==> src/rtl/float_mult_pipe.sv <==
// Pipelined floating-point multiplier {sign, exp, frac} with a pass-through tag.
// Latency 4: operands sampled at edge k give rdy in the cycle after edge k+4.
// No backpressure: one operation per cycle, and rdy is a one-cycle pulse per result.
// Optional feature macro FLOAT_MULT_RNE_EN: round-to-nearest-even (default is truncation).
module float_mult_pipe #(
  parameter int EXP_W = 8,
  parameter int MAN_W = 23,
  parameter int TAG_W = 4
) (
  input  logic                 clk,
  input  logic                 sclr,
  input  logic                 operation_nd,
  input  logic [EXP_W+MAN_W:0] a,
  input  logic [EXP_W+MAN_W:0] b,
  input  logic [TAG_W-1:0]     tag_in,
  output logic                 rdy,
  output logic [EXP_W+MAN_W:0] result,
  output logic [TAG_W-1:0]     tag_out,
  output logic                 overflow,
  output logic                 underflow,
  output logic                 invalid
);

  localparam int W  = 1 + EXP_W + MAN_W;
  localparam int SW = MAN_W + 1;           // significand width including hidden bit
  localparam int PW = 2 * SW;              // full product width
  localparam int EW = EXP_W + 2;           // signed exponent width with headroom
`ifdef FLOAT_MULT_RNE_EN
  localparam int KW = PW;                  // rounding needs every product bit for sticky
`else
  localparam int KW = MAN_W + 2;           // truncation only needs the top bits
`endif
  localparam logic signed [EW-1:0] BIAS     = EW'((1 << (EXP_W - 1)) - 1);
  localparam logic signed [EW-1:0] EMAX     = EW'((1 << EXP_W) - 1);
  localparam logic signed [EW-1:0] EXP_ONE  = EW'(1);
  localparam logic signed [EW-1:0] EXP_ZERO = EW'(0);

  // Operand classification carried down the pipe; nan covers 0 x inf as well.
  typedef struct packed {
    logic nan;
    logic inv;
    logic inf;
    logic zero;
  } cls_t;

  // ---------------- S1: unpack and classify ----------------
  logic [EXP_W-1:0]       ea, eb;
  logic [MAN_W-1:0]       fa, fb;
  logic                   a_zero, b_zero, a_inf, b_inf, a_nan, b_nan;
  cls_t                   cls_d;
  logic signed [EW-1:0]   exp_d;

  assign ea = a[W-2 -: EXP_W];
  assign eb = b[W-2 -: EXP_W];
  assign fa = a[MAN_W-1:0];
  assign fb = b[MAN_W-1:0];

  // Classify operands; subnormals (exp = 0) are flushed to zero.
  always_comb begin
    a_zero = (ea == '0);
    b_zero = (eb == '0);
    a_inf  = (&ea) & (fa == '0);
    b_inf  = (&eb) & (fb == '0);
    a_nan  = (&ea) & (|fa);
    b_nan  = (&eb) & (|fb);
    cls_d      = '0;
    cls_d.inv  = (a_zero & b_inf) | (b_zero & a_inf);
    cls_d.nan  = a_nan | b_nan | cls_d.inv;
    cls_d.inf  = a_inf | b_inf;
    cls_d.zero = a_zero | b_zero;
    exp_d = $signed({2'b00, ea}) + $signed({2'b00, eb}) - BIAS;
  end

  logic                 s1_vld, s1_sign;
  logic signed [EW-1:0] s1_exp;
  logic [MAN_W-1:0]     s1_fa, s1_fb;
  cls_t                 s1_cls;
  logic [TAG_W-1:0]     s1_tag;

  // Register the sampled operation in unpacked form.
  always_ff @(posedge clk or posedge sclr) begin
    if (sclr) begin
      s1_vld <= 1'b0; s1_sign <= 1'b0; s1_exp <= '0;
      s1_fa  <= '0;   s1_fb   <= '0;   s1_cls <= '0; s1_tag <= '0;
    end else begin
      s1_vld <= operation_nd;
      if (operation_nd) begin
        s1_sign <= a[W-1] ^ b[W-1];
        s1_exp  <= exp_d;
        s1_fa   <= fa;
        s1_fb   <= fb;
        s1_cls  <= cls_d;
        s1_tag  <= tag_in;
      end
    end
  end

  // ---------------- S2: significand product ----------------
  logic                 s2_vld, s2_sign;
  logic signed [EW-1:0] s2_exp;
  logic [KW-1:0]        s2_prod;
  cls_t                 s2_cls;
  logic [TAG_W-1:0]     s2_tag;

  // Multiply the significands with hidden bits restored, keeping only the bits rounding needs.
  always_ff @(posedge clk or posedge sclr) begin
    if (sclr) begin
      s2_vld <= 1'b0; s2_sign <= 1'b0; s2_exp <= '0;
      s2_prod <= '0;  s2_cls  <= '0;   s2_tag <= '0;
    end else begin
      s2_vld  <= s1_vld;
      s2_sign <= s1_sign;
      s2_exp  <= s1_exp;
      s2_prod <= KW'(({{SW{1'b0}}, 1'b1, s1_fa} * {{SW{1'b0}}, 1'b1, s1_fb}) >> (PW - KW));
      s2_cls  <= s1_cls;
      s2_tag  <= s1_tag;
    end
  end

  // ---------------- S3: normalise and round ----------------
  logic                 top;
  logic [MAN_W-1:0]     man_n, man_r;
  logic signed [EW-1:0] exp_n, exp_r;
`ifdef FLOAT_MULT_RNE_EN
  logic                 guard, sticky, inc, carry;
`endif

  // Product is in [1,4): shift right one place when the MSB is set, then round.
  always_comb begin
    top   = s2_prod[KW-1];
    man_n = top ? s2_prod[KW-2 -: MAN_W] : s2_prod[KW-3 -: MAN_W];
    exp_n = s2_exp + (top ? EXP_ONE : EXP_ZERO);
`ifdef FLOAT_MULT_RNE_EN
    guard  = top ? s2_prod[KW-2-MAN_W] : s2_prod[KW-3-MAN_W];
    sticky = top ? (|s2_prod[KW-3-MAN_W:0]) : (|s2_prod[KW-4-MAN_W:0]);
    inc    = guard & (sticky | man_n[0]);
    {carry, man_r} = {1'b0, man_n} + {{MAN_W{1'b0}}, inc};
    // A carry out means the significand became 10.0...0; the fraction is already zero.
    exp_r  = carry ? exp_n + EXP_ONE : exp_n;
`else
    man_r = man_n;
    exp_r = exp_n;
`endif
  end

  logic                 s3_vld, s3_sign;
  logic signed [EW-1:0] s3_exp;
  logic [MAN_W-1:0]     s3_man;
  cls_t                 s3_cls;
  logic [TAG_W-1:0]     s3_tag;

  // Register the normalised, rounded significand and final exponent.
  always_ff @(posedge clk or posedge sclr) begin
    if (sclr) begin
      s3_vld <= 1'b0; s3_sign <= 1'b0; s3_exp <= '0;
      s3_man <= '0;   s3_cls  <= '0;   s3_tag <= '0;
    end else begin
      s3_vld  <= s2_vld;
      s3_sign <= s2_sign;
      s3_exp  <= exp_r;
      s3_man  <= man_r;
      s3_cls  <= s2_cls;
      s3_tag  <= s2_tag;
    end
  end

  // ---------------- S4: exceptions and pack ----------------
  logic [W-1:0] res_d;
  logic         ovf_d, unf_d, inv_d;

  // Special operands first, then range checks on the rounded exponent.
  always_comb begin
    res_d = {s3_sign, s3_exp[EXP_W-1:0], s3_man};
    ovf_d = 1'b0;
    unf_d = 1'b0;
    inv_d = 1'b0;
    if (s3_cls.nan) begin
      res_d = {1'b0, {EXP_W{1'b1}}, 1'b1, {(MAN_W-1){1'b0}}};
      inv_d = s3_cls.inv;
    end else if (s3_cls.inf) begin
      res_d = {s3_sign, {EXP_W{1'b1}}, {MAN_W{1'b0}}};
    end else if (s3_cls.zero) begin
      res_d = {s3_sign, {(W-1){1'b0}}};
    end else if (s3_exp >= EMAX) begin
      res_d = {s3_sign, {EXP_W{1'b1}}, {MAN_W{1'b0}}};
      ovf_d = 1'b1;
    end else if (s3_exp[EW-1] || (s3_exp == EXP_ZERO)) begin
      res_d = {s3_sign, {(W-1){1'b0}}};
      unf_d = 1'b1;
    end
  end

  logic             s4_vld, s4_ovf, s4_unf, s4_inv;
  logic [W-1:0]     s4_res;
  logic [TAG_W-1:0] s4_tag;

  // Register the packed result and flags.
  always_ff @(posedge clk or posedge sclr) begin
    if (sclr) begin
      s4_vld <= 1'b0; s4_ovf <= 1'b0; s4_unf <= 1'b0; s4_inv <= 1'b0;
      s4_res <= '0;   s4_tag <= '0;
    end else begin
      s4_vld <= s3_vld;
      s4_res <= res_d;
      s4_ovf <= s3_vld & ovf_d;
      s4_unf <= s3_vld & unf_d;
      s4_inv <= s3_vld & inv_d;
      s4_tag <= s3_tag;
    end
  end

  // Output register: result and tag hold through bubbles, flags only alongside rdy.
  always_ff @(posedge clk or posedge sclr) begin
    if (sclr) begin
      rdy <= 1'b0; result <= '0; tag_out <= '0;
      overflow <= 1'b0; underflow <= 1'b0; invalid <= 1'b0;
    end else begin
      rdy       <= s4_vld;
      overflow  <= s4_vld & s4_ovf;
      underflow <= s4_vld & s4_unf;
      invalid   <= s4_vld & s4_inv;
      if (s4_vld) begin
        result  <= s4_res;
        tag_out <= s4_tag;
      end
    end
  end

endmodule

==> config.mk <==
export PLATFORM = sky130hd
export DESIGN_NAME = float_mult_pipe
export DESIGN_NICKNAME = d
export VERILOG_FILES = /design/src/rtl/float_mult_pipe.sv
export SDC_FILE = /design/constraint.sdc
export NUM_CORES = 2
export LEC_CHECK = 0
export BUFFER_PORTS_ARGS = -buffer_cell sky130_fd_sc_hd__buf_2
export CAP_MARGIN = 30
export CELL_PAD_IN_SITES_DETAIL_PLACEMENT = 1
export CELL_PAD_IN_SITES_GLOBAL_PLACEMENT = 1
export CORE_ASPECT_RATIO = 0.8
export CORE_UTILIZATION = 46
export CTS_CLUSTER_SIZE = 30
export DETAILED_ROUTE_END_ITERATION = 16
export PLACE_DENSITY_LB_ADDON = 0.1
export SLEW_MARGIN = 20
export SYNTH_ARGS = -nofsm -noshare
export SYNTH_HDL_FRONTEND = slang
export SYNTH_SLANG_ARGS = --single-unit
==> constraint.sdc <==
create_clock -name clk -period 7.75 [get_ports clk]
set_input_delay 1.1625 -clock clk [delete_from_list [all_inputs] [get_ports clk]]
set_output_delay 1.1625 -clock clk [all_outputs]
set_load 0.02 [all_outputs]
==> impl_metrics.xml <==
<?xml version="1.0" encoding="UTF-8"?>
<metrics>
  <group name="outcome">
    <metric name="status" unit="">complete, no violations</metric>
  </group>
  <group name="cells_and_area">
    <metric name="finish.utilization" unit="%">51.3</metric>
    <metric name="multi_input_comb_area" unit="sq um">18100</metric>
    <metric name="post_layout_nonfiller_instances" unit="">3522</metric>
    <metric name="mostFrequentLayoutCells" unit="">sky130_fd_sc_hd__inv_1 (587), sky130_fd_sc_hd__fa_1 (482), sky130_fd_sc_hd__nand2_1 (306), sky130_fd_sc_hd__and2_1 (265), sky130_fd_sc_hd__dfrtp_1 (231)</metric>
    <metric name="area.sequential" unit="sq um">5860</metric>
    <metric name="final_layout_size_suffix_gt1_share" unit="%">12.6</metric>
    <metric name="final_common_cell" unit="">sky130_fd_sc_hd__inv_1</metric>
    <metric name="post-route-cell-area" unit="sq um">29200</metric>
    <metric name="fillCellCount" unit="">6365</metric>
    <metric name="area_growth" unit="%">9.73</metric>
    <metric name="final_nets" unit="">3483</metric>
  </group>
  <group name="job">
    <metric name="timing.max_cap.violations" unit="">0</metric>
  </group>
  <group name="placement">
    <metric name="routabilityCongestion" unit="">0.894</metric>
    <metric name="placement.cell_area" unit="sq um">28400</metric>
    <metric name="placedCellCount" unit="">3477</metric>
    <metric name="place.port_buffers" unit="">110</metric>
    <metric name="dp.final_hpwl" unit="mm">66.7</metric>
  </group>
  <group name="synthesis">
    <metric name="synth_area" unit="sq um">26600</metric>
    <metric name="net_count_after_synthesis" unit="">3379</metric>
    <metric name="synth_warnings" unit="">0</metric>
    <metric name="synth_seq_area_share" unit="%">22.0</metric>
    <metric name="ys_dominant_reg_cell" unit="">sky130_fd_sc_hd__dfrtp_1</metric>
    <metric name="postSynthRegisterBits" unit="">234</metric>
    <metric name="most_area_consuming_cells_after_synthesis" unit="">sky130_fd_sc_hd__fa_1 (36%), sky130_fd_sc_hd__dfrtp_1 (22%), sky130_fd_sc_hd__ha_1 (8.7%)</metric>
    <metric name="avgSynthCellArea" unit="sq um">10.1</metric>
    <metric name="synth_largest_area_cell" unit="">sky130_fd_sc_hd__fa_1</metric>
    <metric name="synth-edff-count" unit="">0</metric>
    <metric name="synthesis.instances" unit="">2640</metric>
    <metric name="top_area_cell_type_share_of_the_netlist_area" unit="%">36.2</metric>
    <metric name="ys_async_sr_fraction" unit="%">100</metric>
    <metric name="synth.lib_cells_used.distinct" unit="">65</metric>
  </group>
  <group name="min_path">
    <metric name="worstHoldPathType" unit="">flop to flop</metric>
    <metric name="worst_hold_startpoint" unit="">s2_vld</metric>
  </group>
  <group name="drt">
    <metric name="vias" unit="">18503</metric>
    <metric name="antenna_violating_nets_post_route" unit="">0</metric>
    <metric name="dr.first_iter.drc_count" unit="">1304</metric>
    <metric name="firstDrtPassIters" unit="">5</metric>
    <metric name="routed_via_density" unit="">5.25</metric>
    <metric name="routedWlPerCell" unit="microns">22.8</metric>
    <metric name="remaining_drc_errors" unit="">0</metric>
    <metric name="wirelength" unit="mm">80.4</metric>
  </group>
  <group name="timing">
    <metric name="grt_setup_unrepaired" unit="">no</metric>
    <metric name="tightestPinTransition" unit="ns">0.968</metric>
    <metric name="fmax" unit="GHz">0.136</metric>
    <metric name="relSlewSlack" unit="%">35.5</metric>
    <metric name="clock_skew" unit="ns">0.0168</metric>
    <metric name="final_report_max_slew_violation_count" unit="">0</metric>
    <metric name="fin_setup_tns" unit="ns">0</metric>
    <metric name="layout_min_cycle_time" unit="ns">7.35</metric>
    <metric name="hold_violations" unit="">0</metric>
    <metric name="setup-violations-final" unit="">0</metric>
    <metric name="portion_of_the_clock_cycle_consumed_by_the_worst_path_in_the_final_layout" unit="%">94.9</metric>
  </group>
  <group name="clocking">
    <metric name="clk_pin_slew_worst_paths" unit="ns">0.06</metric>
    <metric name="cts_tree" unit="">built</metric>
    <metric name="cts.root.buffer_cell" unit="">sky130_fd_sc_hd__clkbuf_16</metric>
    <metric name="clock_sink_count" unit="">234</metric>
    <metric name="cts_inserted_buffers" unit="">23</metric>
    <metric name="cts_post_setup_buffers_inserted" unit="">0</metric>
    <metric name="htree_levels" unit="">1</metric>
    <metric name="clock_latency" unit="ns">0.56</metric>
    <metric name="clock_path_buffers" unit="">3</metric>
  </group>
  <group name="global_routing">
    <metric name="grt-ovfl-total" unit="">0</metric>
    <metric name="grt_pass1_wl" unit="mm">128</metric>
    <metric name="overall_routing_resource_usage" unit="%">28.9</metric>
    <metric name="grt_antenna_before_repair" unit="">3</metric>
    <metric name="pin_count_of_the_biggest_net_entering_global_routing" unit="">86</metric>
    <metric name="vias_in_the_first_global_route" unit="">20727</metric>
  </group>
  <group name="critical_path">
    <metric name="worstSetupStartpoint" unit="">s1_fb[6]</metric>
    <metric name="r2r_start" unit="">s1_fb[6]</metric>
    <metric name="cell_breakdown_of_the_critical_path" unit="">and2_1 &gt; fa_1 &gt; fa_1 &gt; inv_1 &gt; fa_1 &gt; inv_1 &gt; fa_1 &gt; inv_1 &gt; fa_1 &gt; inv_1 &gt; fa_1 &gt; inv_1 &gt; fa_1 &gt; inv_1 &gt; ha_1 &gt; nand3_1 &gt; nor3_2 &gt; o41ai_2 &gt; o31ai_2 &gt; o211ai_2 &gt; a21boi_2 &gt; nor2_1 &gt; o311ai_1</metric>
    <metric name="worstSetupPathDepth" unit="">23</metric>
    <metric name="worst_setup_path_start_kind" unit="">flop</metric>
    <metric name="crit_family" unit="">adder cells</metric>
    <metric name="regToRegEndpoint" unit="">s2_prod[20]</metric>
    <metric name="ws_path_type" unit="">flop to flop</metric>
    <metric name="number_of_cell_instances_on_the_worst_register_to_register_path" unit="">23</metric>
    <metric name="regToRegSetupSlack" unit="ns">0.40</metric>
    <metric name="worstPathBufferInverterCount" unit="">6</metric>
    <metric name="cp_max_fo" unit="">25</metric>
    <metric name="critical_path.slowest_cell" unit="">sky130_fd_sc_hd__dfrtp_1</metric>
    <metric name="critPathArrivalTime" unit="ns">7.80</metric>
    <metric name="path_common_cell" unit="">sky130_fd_sc_hd__fa_1</metric>
    <metric name="setup.worst_path.end" unit="">s2_prod[20]</metric>
    <metric name="timing.critical_path.slowest_cell_delay" unit="ns">0.96</metric>
    <metric name="cp-end-kind" unit="">flop</metric>
    <metric name="cp.required" unit="ns">8.19</metric>
  </group>
  <group name="floorplan">
    <metric name="die_area" unit="sq um">58900</metric>
    <metric name="floorplan.io_pins" unit="">111</metric>
    <metric name="starting_density_of_the_core" unit="%">46.7</metric>
    <metric name="die_height" unit="microns">217</metric>
    <metric name="floorplan.core_area" unit="sq um">57000</metric>
    <metric name="std_cell_rows" unit="">78</metric>
    <metric name="dieWidth" unit="microns">271</metric>
  </group>
</metrics>
==> how the worst min path moves through the flow <==
stage | endpoint | slack (ns) | cells past startpoint
floorplan | s2_vld | 0.33 | 0
global placement | s4_tag[3] | 0.33 | 0
detailed placement | s3_vld | 0.34 | 0
CTS | s3_vld | 0.35 | 0
global route | s3_sign | 0.35 | 0
finish | s3_vld | 0.35 | 0
==> through the flow <==
stage | setup WS [ns] | hold WS [ns]
2_1_floorplan | 0.170 | 0.331
3_3_place_gp | 0.399 | 0.332
3_5_place_dp | 0.297 | 0.336
4_1_cts | 0.265 | 0.350
5_1_grt | 0.0464 | 0.353
6_report | 0.396 | 0.348
==> worst register-to-register path: stages, from the launching register on <==
cell	delay (ns)
sky130_fd_sc_hd__dfrtp_1	0.96
sky130_fd_sc_hd__and2_1	0.30
sky130_fd_sc_hd__fa_1	0.42
sky130_fd_sc_hd__fa_1	0.53
sky130_fd_sc_hd__inv_1	0.05
sky130_fd_sc_hd__fa_1	0.48
sky130_fd_sc_hd__inv_1	0.06
sky130_fd_sc_hd__fa_1	0.50
sky130_fd_sc_hd__inv_1	0.07
sky130_fd_sc_hd__fa_1	0.55
sky130_fd_sc_hd__inv_1	0.06
sky130_fd_sc_hd__fa_1	0.48
sky130_fd_sc_hd__inv_1	0.05
sky130_fd_sc_hd__fa_1	0.51
sky130_fd_sc_hd__inv_1	0.05
sky130_fd_sc_hd__ha_1	0.37
sky130_fd_sc_hd__nand3_1	0.13
sky130_fd_sc_hd__nor3_2	0.22
sky130_fd_sc_hd__o41ai_2	0.14
sky130_fd_sc_hd__o31ai_2	0.52
sky130_fd_sc_hd__o211ai_2	0.21
sky130_fd_sc_hd__a21boi_2	0.22
sky130_fd_sc_hd__nor2_1	0.12
sky130_fd_sc_hd__o311ai_1	0.27
==> logic make-up (layout without fill, tap and decap cells) <==
logic type | count (synthesis) | count (layout) | share of synthesized area [%]
AO/OA/AOI/OAI | 165 | 165 | 4.05
flip-flops | 234 | 234 | 22.0
buffers and inverters | 705 | 824 | 9.94
multiplexers | 100 | 100 | 4.22
other | 0 | 3 | 0
XOR/XNOR | 40 | 40 | 1.32
AND/OR/NAND/NOR | 728 | 728 | 13.5
adder cells (fa/ha/maj) | 668 | 668 | 45.0
==> sequential cells by signal (all words and copies together), names as in the netlist, 4 cells and up <==
| name | cells |
|---|---|
| s2_exp | 10 |
| tag_out | 4 |
| s1_fb | 23 |
| s2_prod | 25 |
| s1_fa | 23 |
| s2_cls | 4 |
| s1_exp | 10 |
| result | 32 |
| s1_cls | 4 |
| s1_tag | 4 |
| s4_res | 32 |
| s3_man | 23 |
| s4_tag | 4 |
| s3_cls | 4 |
| s3_exp | 10 |
| s3_tag | 4 |
| s2_tag | 4 |
==> metal layers <==
| metal | vias to the layer above | part of all wire [%] | track usage, % |
|---|---|---|---|
| li1 | 8092 | - | - |
| met4 | 0 | 1.7 | 4.86 |
| met1 | 9736 | 48 | 44.8 |
| met3 | 74 | 9.3 | 8.05 |
| met5 | - | 0 | 0 |
| met2 | 601 | 41 | 40.6 |
==> cell usage after synthesis (10+ instances only) <==
library cell,number
sky130_fd_sc_hd__a21o_1,17
sky130_fd_sc_hd__nand2_1,306
sky130_fd_sc_hd__nor4_1,16
sky130_fd_sc_hd__nand4_1,17
sky130_fd_sc_hd__o21ai_0,45
sky130_fd_sc_hd__nor2b_1,11
sky130_fd_sc_hd__nor3_1,10
sky130_fd_sc_hd__xnor2_1,30
sky130_fd_sc_hd__nor2_1,74
sky130_fd_sc_hd__and2_1,265
sky130_fd_sc_hd__mux2_2,99
sky130_fd_sc_hd__inv_1,588
sky130_fd_sc_hd__fa_1,482
sky130_fd_sc_hd__ha_1,186
sky130_fd_sc_hd__xor2_1,10
sky130_fd_sc_hd__a21oi_1,49
sky130_fd_sc_hd__clkbuf_1,108
sky130_fd_sc_hd__dfrtp_1,234
sky130_fd_sc_hd__nand3_1,12
==> area by class of cell <==
| type | count | area share [%] |
|---|---|---|
| Multi-Input combinational cell | 1701 | 62.1 |
| Antenna cell | 3 | 0.0257 |
| Timing Repair Buffer | 192 | 4.23 |
| Clock buffer | 27 | 2.09 |
| Inverter | 592 | 7.63 |
| Clock inverter | 13 | 0.664 |
| Tap cell | 760 | 3.25 |
| Sequential cell | 234 | 20.0 |
==> repair_timing <==
item / CTS / global route
hold buffers: 0 / 0
endpoints found under the setup margin: 0 / 2
resized for setup: 0 / 2
Power is not shown: default switching activity piles up to over one toggle a cycle in this logic, so the estimate is an artifact.
